### config.mk
export PLATFORM = sky130hd
export DESIGN_NAME = guess_game_param
export DESIGN_NICKNAME = d
export VERILOG_FILES = /design/src/rtl/guess_game_param.sv
export SDC_FILE = /design/constraint.sdc
export NUM_CORES = 1
export LEC_CHECK = 0
export CORE_ASPECT_RATIO = 0.7
export CORE_MARGIN = 3
export CORE_UTILIZATION = 44
export CTS_BUF_LIST = sky130_fd_sc_hd__clkbuf_16
export DETAILED_ROUTE_END_ITERATION = 12
export PLACE_DENSITY = 0.75
export SLEW_MARGIN = 5
export SYNTH_ARGS = -nofsm -noshare
export SYNTH_HDL_FRONTEND = slang
export SYNTH_SLANG_ARGS = --single-unit
### constraint.sdc
create_clock -name clk -period 1.7 [get_ports clk]
set_clock_uncertainty 0.1 [all_clocks]
set_input_delay 0.255 -clock clk [delete_from_list [all_inputs] [get_ports clk]]
set_output_delay 0.255 -clock clk [all_outputs]
set_load 0.005 [all_outputs]
### src/rtl/guess_game_param.sv
// Number-guessing game core: free-running secret, edge-triggered guess checks,
// attempt limit with win/lose end states and restart without reset.
module guess_game_param #(
  parameter int WIDTH     = 8,
  parameter int MAX_VAL   = 2**WIDTH-1,
  parameter int MAX_TRIES = 7,
  parameter int TRIES_W   = $clog2(MAX_TRIES+1)
) (
  input  logic               clk,
  input  logic               reset,
  input  logic               enter,
  input  logic               restart,
  input  logic [WIDTH-1:0]   guess,
  output logic [WIDTH-1:0]   actual,
  output logic               dp_over,
  output logic               dp_under,
  output logic               dp_equal,
  output logic [TRIES_W-1:0] tries,
  output logic               won,
  output logic               lost
);

  typedef enum logic [2:0] {
    S_GEN,
    S_CHECK,
    S_WAIT,
    S_WIN,
    S_LOSE
  } state_e;

  localparam logic [WIDTH-1:0]   MAX_V = WIDTH'(MAX_VAL);
  localparam logic [TRIES_W-1:0] MAX_T = TRIES_W'(MAX_TRIES);

  state_e               state_q, state_d;
  logic [WIDTH-1:0]     actual_q, actual_d;
  logic                 over_q, over_d;
  logic                 under_q, under_d;
  logic                 equal_q, equal_d;
  logic [TRIES_W-1:0]   tries_q, tries_d;
  logic                 enter_q;

  logic                 enter_rise;
  logic [TRIES_W-1:0]   tries_inc;
  logic                 guess_eq;
  logic                 guess_gt;

  assign enter_rise = enter & ~enter_q;
  assign tries_inc  = tries_q + TRIES_W'(1);
  assign guess_eq   = (guess == actual_q);
  assign guess_gt   = (guess >  actual_q);

  // enter_q resets high so a key held through reset is not seen as a press.
  // NOTE: sequential state uses non-blocking assignments so every register
  // samples the pre-edge value of its inputs, independent of statement order.
  always_ff @(posedge clk) begin
    if (reset) begin
      state_q  <= S_GEN;
      actual_q <= '0;
      over_q   <= 1'b0;
      under_q  <= 1'b0;
      equal_q  <= 1'b0;
      tries_q  <= '0;
      enter_q  <= 1'b1;
    end else begin
      state_q  <= state_d;
      actual_q <= actual_d;
      over_q   <= over_d;
      under_q  <= under_d;
      equal_q  <= equal_d;
      tries_q  <= tries_d;
      enter_q  <= enter;
    end
  end

  // NOTE: every signal written here gets a hold default first; a path that
  // skipped an assignment would otherwise infer a latch.
  always_comb begin
    state_d  = state_q;
    actual_d = actual_q;
    over_d   = over_q;
    under_d  = under_q;
    equal_d  = equal_q;
    tries_d  = tries_q;

    unique case (state_q)
      S_GEN: begin
        if (enter_rise) begin
          state_d = S_CHECK;
        end else begin
          actual_d = (actual_q == MAX_V) ? '0 : actual_q + WIDTH'(1);
        end
      end
      S_CHECK: begin
        over_d  = guess_gt;
        under_d = ~guess_gt & ~guess_eq;
        equal_d = guess_eq;
        tries_d = tries_inc;
        // A correct guess on the last allowed try is a win, not a loss.
        if (guess_eq)                state_d = S_WIN;
        else if (tries_inc == MAX_T) state_d = S_LOSE;
        else                         state_d = S_WAIT;
      end
      S_WAIT: begin
        if (enter_rise) state_d = S_CHECK;
      end
      S_WIN, S_LOSE: begin
        if (restart) begin
          state_d = S_GEN;
          tries_d = '0;
          over_d  = 1'b0;
          under_d = 1'b0;
          equal_d = 1'b0;
        end
      end
      default: state_d = S_GEN;
    endcase
  end

  assign actual   = actual_q;
  assign dp_over  = over_q;
  assign dp_under = under_q;
  assign dp_equal = equal_q;
  assign tries    = tries_q;
  assign won      = (state_q == S_WIN);
  assign lost     = (state_q == S_LOSE);

endmodule
# ---- After elaboration in Yosys (flattened, before gate mapping)
# Index checks and enable logic that the tools add are counted.
dict set report word_totals {
  reg_bits 18
  out_inout_bits 16
}
dict set report op_classes {
  n_addsub 2
  n_lt_le_gt_ge 1
  n_eq_ne 9
  n_mux 11
  bitwise_logic 6
  n_reduce_logical 7
}
# cell count
set ops {}
lappend ops {{two-way mux 3 bit} 4}
lappend ops {{one-hot mux 3 bit (3 select lines)} 1}
lappend ops {{adder 8 x 1 -> 8 bit (second input constant)} 1}
lappend ops {{equality test 8 bit} 1}
lappend ops {{equality test 8 bit (second input constant)} 1}
lappend ops {{> comparator 8 bit} 1}
lappend ops {{two-way mux 8 bit} 1}
lappend ops {{equality test 3 x 2 -> 1 bit (second input constant)} 2}
lappend ops {{equality test 3 bit (second input constant)} 2}
lappend ops {{one-hot mux 1 bit (2 select lines)} 3}
lappend ops {{one-hot mux 3 bit (2 select lines)} 1}
lappend ops {{AND reduction 2 bit} 3}
lappend ops {{inverter 1 bit} 4}
lappend ops {{OR reduction 2 bit} 2}
lappend ops {{adder 3 x 1 -> 3 bit (second input constant)} 1}
lappend ops {{equality test 3 x 1 -> 1 bit (second input constant)} 1}
lappend ops {{zero test 3 bit} 1}
lappend ops {{AND 1 bit} 2}
lappend ops {{!= test 2 x 1 -> 1 bit (second input constant)} 1}
lappend ops {{!= test 2 bit (second input constant)} 1}
lappend ops {{nonzero test 2 bit} 1}
lappend ops {{two-way mux 1 bit} 1}

# ---- Longest topological paths before layout
dict set report depth {
  depth_word 5
  ltp_mapped 6
}

# ---- Worst setup path after synthesis
# No wires, ideal clock.
dict set report synth_path {
  path_type {reg2reg}
  from {register actual_q[6] (netlist: actual[6])}
  to {register state_q[1]}
  setup_time_ns 0.086
  arrival_ns 1.488
  required_time_ns 1.514
  slack_ns 0.026
  stages_incl_launch_ff 7
  path_buffers 0
  period_less_slack_ns 1.674
  path_cell_list {dfxtp_1 clkinv_1 ha_1 nand4_1 o211ai_1 nand3_1 a211oi_1}
}
dict set report synth_between {
  elab_chain_len 3
}
# item line
set synth_lines {}
lappend synth_lines {{from (decl)} 35} ;# logic [WIDTH-1:0] actual_q, actual_d;
lappend synth_lines {{from (signal assigned)} 66} ;# actual_q <= actual_d;
lappend synth_lines {{equality test 8 bit} 49} ;# assign guess_eq = (guess == actual_q);
lappend synth_lines {{two-way mux 3 bit} 99} ;# if (guess_eq) state_d = S_WIN;
lappend synth_lines {{one-hot mux 3 bit (3 select lines)} 85} ;# unique case (state_q)
lappend synth_lines {{to (signal assigned)} 65} ;# state_q <= state_d;
lappend synth_lines {{to (decl)} 34} ;# state_e state_q, state_d;
# Every way passes these cells.
# A chain may end at the register's enable or synchronous reset.

# ---- Worst setup path in the final report
dict set report layout_path {
  from {register actual_q[7] (netlist: actual[7])}
  to {register under_q (netlist: dp_under)}
}
dict set report layout_between {
  elab_chain_len 4
  word_cells_on_any_way 6
  classes_between {order compare (1); eq/ne (1); mux (1); bitwise (3)}
}
# item line
set layout_lines {}
lappend layout_lines {{> comparator 8 bit or equality test 8 bit (tied branches)} {50, 49}}
lappend layout_lines {{inverter 1 bit} 95} ;# under_d = ~guess_gt & ~guess_eq;
lappend layout_lines {{AND 1 bit *} 95}
lappend layout_lines {{one-hot mux 1 bit (2 select lines) *} 85}
lappend layout_lines {{to (signal assigned)} 68} ;# under_q <= under_d;
lappend layout_lines {{to (decl)} 37} ;# logic under_q, under_d;
# Every way passes the cells marked *; elsewhere a longest branch is shown, timed or not.

==> results.py <==
metrics = {
    "floorplan": {
        "start_util_pct": 49.4,
        "core-area_mm2": 0.00229,
        "die_y_um": 48.5,
        "io_pins": 28,
        "rows": 14,
        "die_width_um": 66.7,
        "die_area_mm2": 0.00323,
    },
    "route": {
        "via_per_inst": 5.51,
        "num_vias": 1146,
        "wl_per_cell_um": 16.9,
        "routed_wl_um": 3520,
        "ant_nets": 0,
        "dr.pass1.iters": 4,
        "drtIter0Drc": 74,
        "drcViolationCount": 0,
    },
    "sta": {
        "rsz0062_at_grt": "yes",
        "period_needed_ns": 1.78,
        "fin_crit_sh_pct": 105,
        "finalSetupViolCount": 3,
        "fin_ws_ns": -0.0840,
        "fmax_ghz": 0.561,
        "slew_headroom_pct": 70.6,
        "drv_slew": 0,
        "hold_viol": 0,
        "worst_pin_slew_ns": 0.441,
    },
    "clocking": {
        "clock-sinks": 18,
        "clk_latency_ns": 0.25,
        "cts.clk_slew.worst_paths_ns": 0.05,
        "root_buffer": "clkbuf_16",
        "cts_max_path_buffers": 2,
        "h-tree-depth": 1,
        "cts-buffers-inserted": 3,
        "cts_tree": "built",
    },
    "final_layout": {
        "final_common_cell": "buf_4",
        "seqCellArea_um2": 378,
        "diodes": 0,
        "final_util_pct": 77.9,
        "layout-drive-gt1-share_pct": 31.8,
        "most-common-layout-cells": "buf_4, nor2_1, clkdlybuf4s50_1, dfxtp_1, dfxtp_2",
        "nets": 201,
        "stdcell_area_mm2": 0.00179,
        "final_cells": 208,
        "fillers": 140,
        "area_growth_pct": 57.6,
        "multi_input_area_um2": 802,
    },
    "run_status": {
        "violations": "negative setup slack",
        "status": "finished with violations",
    },
    "worst_setup_path": {
        "crit_required_ns": 1.74,
        "worstPathMaxFanout": 4,
        "r2r_cells": 7,
        "worstPathArrival_ns": 1.83,
        "startpoint": "actual[7]",
        "setup.worst_path.end_class": "register",
        "cp-endpoint": "dp_under",
        "critical_path_class": "reg2reg",
        "timing.rr.end": "dp_under",
        "rr_startpoint": "actual[7]",
        "cp-start-kind": "register",
        "reg2reg_setup_slack_ns": -0.08,
    },
    "flow_run": {
        "max_cap_viol_count": 0,
    },
    "logic_synthesis": {
        "syn_area_per_cell_um2": 8.72,
        "synthCells": 130,
        "ys_seq_elements": 18,
        "synth_nets": 153,
        "ys_seq_area_share_pct": 31.8,
        "netlist_area_mm2": 0.00113,
        "ys_warn_count": 0,
        "synth.distinct_cells": 46,
    },
    "grt": {
        "grt_pass1_wl_um": 5100,
        "antenna_found_initial": 0,
        "overflow": 0,
        "grt_pass1_vias": 1062,
        "grt_max_degree": 10,
        "grt_use_total_pct": 20.2,
    },
    "placement": {
        "dpl_cell_area_mm2": 0.00153,
        "portBuffers": 27,
        "dp_cells": 200,
        "routabilityCongestion": 0.784,
        "hpwl_um": 2370,
        "dp_worst_setup_slack_ns": -0.344,
    },
    "pwr": {
        "power.density_mw_per_mm2": 670,
        "leakage_nw": 0.758,
        "total_power_mw": 1.20,
        "ir_drop_mv": 0.537,
    },
    "worst_hold_path": {
        "hold_path.class": "reg2reg",
        "hold_path_startpoint": "dp_under",
    },
}
logic make-up after synthesis:
family / share of synthesized area (%)
AOI/OAI and AO/OA: 16.6
buffers and inverters: 6.73
muxes: 0.883
xor gates and xnor gates: 5.41
and+or+nand+nor: 26.5
adders and majority gates: 12.1
DFF: 31.8
how the worst min path moves through the flow:
| stage | end | depth (start not counted) |
|---|---|---|
| finish | dp_under | 2 |
| floorplan | enter_q | 1 |
| CTS | dp_under | 2 |
| global placement | dp_under | 2 |
| detailed placement | dp_under | 2 |
| global route | state_q[1] | 1 |
area by class of cell:
type | count | share of cell area [%]
repair buffers | 48 | 24.7
clock buffers | 3 | 4.20
flip-flops and latches | 18 | 21.1
well taps | 32 | 2.24
multi-input cells | 95 | 44.9
inverters | 12 | 2.80
synthesized netlist by cell type (all sizes together):
cell     number  area (um^2)
a211oi        3         22.5
a21o          2         15.0
a21oi         5         25.0
a2bb2oi       1         8.76
a311oi        1         15.0
a31oi         6         37.5
a41o          1         10.0
and2          3         21.3
and3          3         18.8
and4          1         8.76
buf           2         18.8
clkbuf        3         12.5
clkinv        1         3.75
dfxtp        18          360
ha           11          138
inv          11         41.3
mux2i         1         10.0
nand2         2         7.51
nand2b        2         12.5
nand3         3         15.0
nand3b        1         7.51
nand4         4         25.0
nand4b        1         8.76
nor2         17         63.8
nor2b         1         6.26
nor3          4         36.3
nor3b         1         7.51
nor4          1         6.26
nor4b         1         23.8
nor4bb        1         10.0
o211ai        2         15.0
o21a          2         15.0
o21ai         3         15.0
o2bb2ai       1         8.76
or2           2         12.5
or3b          1         8.76
xnor2         6         52.6
xor2          1         8.76
worst max-delay path, stage by stage (launching register included):
cell and delay (ns):
dfxtp_2 0.36, inv_2 0.05, ha_4 0.26, nand4_1 0.22, buf_4 0.22, o21a_1 0.18, nor4bb_4 0.15, o2bb2ai_2 0.13
what timing repair did:
item | CTS | global route
endpoints found under the hold margin | 0 | 0
resized for setup | 16 | 24
pin swaps | 8 | 15
endpoints found under the setup margin | 4 | 5
setup buffers | 0 | 5
hold buffers | 0 | 0
stage by stage:
stage	hold slack (ns)	setup TNS [ns]
final	0.390	-0.169
after global routing	0.423	-0.477
after CTS	0.382	-0.0250
after detailed placement	0.371	-1.35
after global placement	0.375	-1.07
after floorplan	0.262	0
layer usage:
metal,wire length [um],global-route usage (%),up-vias
met2,1660,29.4,38
met3,162,6.02,0
met4,0,4.05,0
li1,-,-,556
met1,1700,29.2,552
met5,0,0,-
state kept, by name, indices dropped and copies added, names as in the netlist:
signal,flops
actual,8
state_q,3
tries,3
dp_equal,1
dp_over,1
dp_under,1
enter_q,1
power breakdown:
| part | internal, mW | switching [mW] |
|---|---|---|
| Clock | 0.310 | 0.157 |
| Sequential | 0.440 | 0.0184 |
| Combinational | 0.144 | 0.128 |
Note: power is estimated with default switching activity, not from simulation.
